<file path="src/rtl/spi_slave_frame_if.sv">
// spi_slave_frame_if: SPI pins plus downstream rx/tx handshake for spi_slave_frame.
interface spi_slave_frame_if #(parameter int DATA_W = 8);
  logic              SS_n;
  logic              MOSI;
  logic              MISO;
  logic [DATA_W+1:0] rx_data;
  logic              rx_valid;
  logic [DATA_W-1:0] tx_data;
  logic              tx_valid;
  logic              busy;
  logic              frame_err;
  modport slave (
    input  SS_n, MOSI, tx_data, tx_valid,
    output MISO, rx_data, rx_valid, busy, frame_err
  );
  modport master (
    output SS_n, MOSI, tx_data, tx_valid,
    input  MISO, rx_data, rx_valid, busy, frame_err
  );
endinterface

</file>
<file path="src/rtl/spi_slave_frame.sv">
// spi_slave_frame: SPI slave deserialising cmd+payload frames and serialising read data on MISO.
module spi_slave_frame #(
  parameter int DATA_W    = 8,
  parameter bit LSB_FIRST = 1'b0
) (
  input logic              clk,
  input logic              rst,
  spi_slave_frame_if.slave bus
);
  localparam int F  = DATA_W + 2;
  localparam int CW = $clog2(F + 1);
  typedef enum logic [2:0] {IDLE, RX, WAIT_TX, TX, DONE} state_t;
  state_t            state_q, state_d;
  logic [CW-1:0]     cnt_q, cnt_d;
  logic [F-2:0]      rx_sh_q, rx_sh_d;
  logic [F-1:0]      rx_data_q, rx_data_d;
  logic              rx_valid_q, rx_valid_d;
  logic              err_q, err_d;
  logic              armed_q, armed_d;
  logic [DATA_W-1:0] tx_sh_q, tx_sh_d;
  logic              miso_q, miso_d;
  logic [F-1:0]      frame;
  logic [1:0]        cmd;
  logic              rd_ok;
  assign frame = {rx_sh_q, bus.MOSI};
  assign cmd   = frame[F-1:F-2];
  assign rd_ok = (cmd != 2'b11) || armed_q;
  always_ff @(posedge clk) begin
    if (rst) begin
      state_q    <= IDLE;
      cnt_q      <= '0;
      rx_sh_q    <= '0;
      rx_data_q  <= '0;
      rx_valid_q <= 1'b0;
      err_q      <= 1'b0;
      armed_q    <= 1'b0;
      tx_sh_q    <= '0;
      miso_q     <= 1'b0;
    end else begin
      state_q    <= state_d;
      cnt_q      <= cnt_d;
      rx_sh_q    <= rx_sh_d;
      rx_data_q  <= rx_data_d;
      rx_valid_q <= rx_valid_d;
      err_q      <= err_d;
      armed_q    <= armed_d;
      tx_sh_q    <= tx_sh_d;
      miso_q     <= miso_d;
    end
  end
  // The first transmit bit is registered on the tx_valid edge; tx_sh keeps the remaining bits.
  always_comb begin
    state_d    = state_q;
    cnt_d      = cnt_q;
    rx_sh_d    = rx_sh_q;
    rx_data_d  = rx_data_q;
    rx_valid_d = 1'b0;
    err_d      = 1'b0;
    armed_d    = armed_q;
    tx_sh_d    = tx_sh_q;
    miso_d     = 1'b0;
    if (state_q != IDLE && bus.SS_n) begin
      state_d = IDLE;
      err_d   = state_q != DONE;
    end else begin
      unique case (state_q)
        IDLE: begin
          cnt_d   = '0;
          state_d = bus.SS_n ? IDLE : RX;
        end
        RX: begin
          rx_sh_d = frame[F-2:0];
          cnt_d   = cnt_q + CW'(1);
          if (cnt_q == CW'(F - 1)) begin
            err_d      = !rd_ok;
            rx_valid_d = rd_ok;
            rx_data_d  = rd_ok ? frame : rx_data_q;
            armed_d    = cmd == 2'b10 ? 1'b1 : cmd == 2'b11 ? 1'b0 : armed_q;
            state_d    = (cmd == 2'b11 && rd_ok) ? WAIT_TX : DONE;
          end
        end
        WAIT_TX: begin
          if (bus.tx_valid) begin
            miso_d  = LSB_FIRST ? bus.tx_data[0] : bus.tx_data[DATA_W-1];
            tx_sh_d = LSB_FIRST ? bus.tx_data >> 1 : bus.tx_data << 1;
            cnt_d   = '0;
            state_d = TX;
          end
        end
        TX: begin
          if (cnt_q == CW'(DATA_W - 1)) begin
            state_d = DONE;
          end else begin
            miso_d  = LSB_FIRST ? tx_sh_q[0] : tx_sh_q[DATA_W-1];
            tx_sh_d = LSB_FIRST ? tx_sh_q >> 1 : tx_sh_q << 1;
            cnt_d   = cnt_q + CW'(1);
          end
        end
        DONE: state_d = DONE;
        default: state_d = IDLE;
      endcase
    end
  end
  assign bus.MISO      = miso_q;
  assign bus.rx_data   = rx_data_q;
  assign bus.rx_valid  = rx_valid_q;
  assign bus.busy      = state_q != IDLE;
  assign bus.frame_err = err_q;
endmodule

</file>
<file path="src/flat_wrapper.sv">
// flat-port wrapper written by rule: the top's interface ports become plain ports
module spi_slave_frame_flat 
#(
  parameter int DATA_W    = 8,
  parameter bit LSB_FIRST = 1'b0
)
  (clk, rst, bus_SS_n, bus_MOSI, bus_tx_data, bus_tx_valid, bus_MISO, bus_rx_data, bus_rx_valid, bus_busy, bus_frame_err);
  spi_slave_frame_if #(.DATA_W(DATA_W)) bus_i ();
  input logic clk;
  input logic rst;
  input wire logic [$bits(bus_i.SS_n)-1:0] bus_SS_n;
  input wire logic [$bits(bus_i.MOSI)-1:0] bus_MOSI;
  input wire logic [$bits(bus_i.tx_data)-1:0] bus_tx_data;
  input wire logic [$bits(bus_i.tx_valid)-1:0] bus_tx_valid;
  output wire logic [$bits(bus_i.MISO)-1:0] bus_MISO;
  output wire logic [$bits(bus_i.rx_data)-1:0] bus_rx_data;
  output wire logic [$bits(bus_i.rx_valid)-1:0] bus_rx_valid;
  output wire logic [$bits(bus_i.busy)-1:0] bus_busy;
  output wire logic [$bits(bus_i.frame_err)-1:0] bus_frame_err;
  assign bus_i.SS_n = bus_SS_n;
  assign bus_i.MOSI = bus_MOSI;
  assign bus_i.tx_data = bus_tx_data;
  assign bus_i.tx_valid = bus_tx_valid;
  assign bus_MISO = bus_i.MISO;
  assign bus_rx_data = bus_i.rx_data;
  assign bus_rx_valid = bus_i.rx_valid;
  assign bus_busy = bus_i.busy;
  assign bus_frame_err = bus_i.frame_err;
  spi_slave_frame #(.DATA_W(DATA_W), .LSB_FIRST(LSB_FIRST)) u_core (.clk(clk), .rst(rst), .bus(bus_i));
endmodule
</file>
<file path="config.mk">
export PLATFORM = sky130hd
export DESIGN_NAME = spi_slave_frame_flat
export DESIGN_NICKNAME = d
export VERILOG_FILES = /design/src/rtl/spi_slave_frame_if.sv /design/src/rtl/spi_slave_frame.sv /design/src/flat_wrapper.sv
export SDC_FILE = /design/constraint.sdc
export NUM_CORES = 1
export LEC_CHECK = 0
export BUFFER_PORTS_ARGS = -buffer_cell sky130_fd_sc_hd__buf_2
export CELL_PAD_IN_SITES_DETAIL_PLACEMENT = 1
export CELL_PAD_IN_SITES_GLOBAL_PLACEMENT = 1
export CORE_UTILIZATION = 40
export DETAILED_ROUTE_END_ITERATION = 10
export PLACE_DENSITY_LB_ADDON = 0.15
export SYNTH_ARGS = -nofsm -noshare
export SYNTH_HDL_FRONTEND = slang
export SYNTH_SLANG_ARGS = --single-unit
export TNS_END_PERCENT = 10
</file>
<file path="constraint.sdc">
create_clock -name clk -period 2.09 [get_ports clk]
set_input_delay 0.1045 -clock clk [delete_from_list [all_inputs] [get_ports clk]]
set_output_delay 0.1045 -clock clk [all_outputs]
set_load 0.05 [all_outputs]
</file>
==> results.py <==
metrics = {
    "layout": {
        "diodes": 0,
        "nets": 229,
        "syn2layout_area_growth_pct": 15.1,
        "post-route-util_pct": 48.6,
        "fin_cells": 265,
        "nFillCells": 497,
        "drive_gt1_share_pct": 19.5,
        "multi_input_area_um2": 875,
        "regArea_um2": 741,
    },
    "routing": {
        "dr_total_vias": 1440,
        "drt-initial-drc-count": 47,
        "firstDrtPassIters": 4,
        "ant_nets": 0,
        "wl_per_cell_um": 15.1,
        "vias_per_cell": 5.43,
        "drcViolationCount": 0,
        "finalWirelength_um": 4000,
    },
    "cts": {
        "cts-buffers-inserted": 5,
        "worstSkewPairLatency_ns": 0.29,
        "cts.sinks": 37,
        "clk_path_buf_depth": 2,
        "cts_setup_buffers": 0,
        "cts_root_buf": "clkbuf_8",
        "holdBufCountCts": 0,
        "ctsResizeCount": 0,
        "path_clk_slew_ns": 0.07,
        "htree_levels": 2,
        "cts_tree": "built",
    },
    "synthesis": {
        "synth_seq_area_share_pct": 43.2,
        "synth_nets": 208,
        "avgSynthCellArea_um2": 8.88,
        "synth_top_area_cell": "dfxtp_1",
        "ys_warn_count": 0,
        "ys_seq_elements": 37,
        "synthCells": 193,
        "async_flop_share_pct": 0,
        "synth.most_common_cell": "nand2_1",
        "ys_types": 40,
        "synth_area_um2": 1710,
        "synth_enable_flop_cells": 0,
        "synth_top_cells_by_count": "39 x nand2_1, 37 x dfxtp_1, 17 x mux2i_1",
        "synth_area_leaders": "dfxtp_1 43%, mux2i_1 9.9%, nand2_1 8.5%, a21oi_1 3.8%, o2bb2ai_1 3.1%",
        "ys.flop_type": "dfxtp_1",
        "yosys.area.top_type_share_pct": 43.2,
    },
    "sta": {
        "setup_viol": 0,
        "max_freq_ghz": 0.555,
        "fin_ws_ns": 0.287,
        "finalHoldViolations": 0,
        "tns_ns": 0,
        "max_slew.worst_pin.slew_ns": 0.678,
        "holdWs_ns": 0.0551,
        "fin_skew_ns": 0.00628,
        "finalCritPeriodShare_pct": 86.3,
        "report.final.slew_viol_count": 0,
        "period_needed_ns": 1.80,
        "slew_headroom_pct": 54.7,
        "rsz0062_at_grt": "false",
    },
    "power": {
        "p_int_mw": 1.12,
        "comb_power_share_pct": 5.3,
        "swShare_pct": 21.5,
        "p_sw_mw": 0.308,
        "p_per_area_nw_per_um2": 726,
        "p_leak_nw": 0.789,
        "pwr-share-clk_pct": 45.0,
        "peakVddDrop_mv": 0.320,
        "p_seq_share_pct": 49.7,
    },
    "worst_setup_path": {
        "path_max_fanout": 7,
        "crit_chain": "ha_1 > nand4b_1 > a41oi_1 > o2bb2ai_1",
        "cp-end-kind": "flop",
        "r2r_end": "u_core.tx_sh_q[3]",
        "setup.worst_path.class": "reg -> reg",
        "cp.arrival_ns": 2.02,
        "rr_startpoint": "u_core.cnt_q[0]",
        "cp_slowest_cell": "a41oi_1",
        "reg2regPathDepth": 4,
        "required_ns": 2.31,
        "cp_slowest_stage_delay_ns": 0.60,
        "reg2reg_setup_slack_ns": 0.29,
        "cp-start-kind": "flop",
    },
    "placement": {
        "post-place-cells": 257,
        "place_hpwl_um": 2760,
        "portBuffers": 26,
        "place_ws_ns": 0.284,
        "place.gp.congestion": 0.829,
    },
    "global_route": {
        "grt_max_degree": 23,
        "grt_antenna_before_repair": 0,
        "grt_pass1_vias": 1373,
        "grtUsageTotal_pct": 19.7,
        "grt_overflow_total": 0,
        "grt_pass1_wl_um": 6560,
    },
    "min_path": {
        "hold_class": "in -> reg",
        "worstHoldStart": "bus_MOSI",
        "holdPathEnd": "u_core.rx_sh_q[0]",
        "holdPathStages": 3,
    },
    "floorplan": {
        "core_um2": 4060,
        "start_util_pct": 42.2,
        "dieHeight_um": 67.5,
        "die_w_um": 67.5,
        "rows": 23,
        "num_io_pins": 27,
        "dieArea_um2": 4550,
    },
    "flow_run": {
        "cap_violations": 0,
    },
    "run_status": {
        "status": "complete, no violations",
    },
}
## worst max path at each step
| stage | from | to | slack (ns) | depth (start not counted) |
|---|---|---|---|---|
| global placement | u_core.state_q[0] | u_core.bus.rx_data[1] | 0.41 | 4 |
| CTS | u_core.state_q[2] | u_core.bus.rx_data[1] | 0.28 | 4 |
| global route | u_core.cnt_q[0] | u_core.tx_sh_q[3] | 0.09 | 4 |
| finish | u_core.cnt_q[0] | u_core.tx_sh_q[3] | 0.29 | 4 |
| floorplan | u_core.state_q[1] | u_core.bus.rx_data[0] | 0.56 | 5 |
| detailed placement | u_core.state_q[2] | u_core.bus.rx_data[1] | 0.28 | 4 |
## critical path: cells and delay by family, from the launching register on
kind	cells	cell delay, ns
and+or+nand+nor	1	0.29
AOI/OAI and AO/OA	2	0.79
adders and majority gates	1	0.26
DFF	1	0.39
## state kept, by name (all words and copies together), names as in the netlist
signal / count
u_core.bus.frame_err: 1
u_core.cnt_q: 4
u_core.rx_sh_q: 9
u_core.state_q: 3
u_core.bus.rx_data: 10
u_core.bus.rx_valid: 1
u_core.tx_sh_q: 7
u_core.bus.MISO: 1
u_core.armed_q: 1
## cell usage in the layout, fill, tap and decap left out, types with 2 or more instances in the layout
cell	n
nand2_1	39
dfxtp_1	37
buf_2	26
mux2i_1	17
a21oi_1	13
o2bb2ai_1	6
clkbuf_8	6
inv_1	5
nand3b_1	5
nand3_1	5
nor2_1	4
o21ai_0	4
buf_4	4
nand2b_1	3
nand4_1	3
and3b_1	3
or3_1	2
nand4b_1	2
a211oi_1	2
a31oi_1	2
nor3b_1	2
and4b_1	2
nor4bb_1	2
a31o_2	2
ha_1	2
## metal layers
layer	GRT usage [%]	vias to the layer above	part of all wire, %
li1	-	724	-
met1	22.0	682	45
met2	34.2	26	50
met3	5.91	8	3.1
met4	8.51	0	2.2
met5	0	-	0
## power groups by stage
| stage | clock network (mW) | registers (mW) | logic (mW) |
|---|---|---|---|
| after floorplan | 0 | 0.729 | 0.0492 |
| after CTS | 0.666 | 0.712 | 0.0773 |
| final | 0.644 | 0.712 | 0.0765 |
| after global placement | 0 | 0.728 | 0.0731 |
| after global routing | 0.696 | 0.713 | 0.0842 |
| after detailed placement | 0 | 0.728 | 0.0763 |
## metrics by stage
stage | instance area (µm²) | power, mW
2_1_floorplan | 1710 | 0.778
3_3_place_gp | 1860 | 0.801
3_5_place_dp | 1860 | 0.804
4_1_cts | 1970 | 1.45
5_1_grt | 1970 | 1.49
6_report | 1970 | 1.43
## area by class of cell
| type | instances | area share, % |
|---|---|---|
| well taps | 50 | 3.17 |
| clock inverters | 1 | 1.52 |
| flip-flops and latches | 37 | 37.5 |
| clock buffers | 7 | 4.38 |
| inverters | 5 | 0.951 |
| repair buffers | 30 | 8.12 |
| multi-input cells | 135 | 44.3 |
## cells by family after synthesis
| group | Yosys count | synth area share (%) |
|---|---|---|
| fa+ha+maj | 2 | 1.46 |
| mux | 17 | 9.93 |
| buf+inv | 21 | 5.77 |
| compound gates | 37 | 14.6 |
| simple gates | 79 | 25.0 |
| flops | 37 | 43.2 |
(Power assumes the default switching activity.)
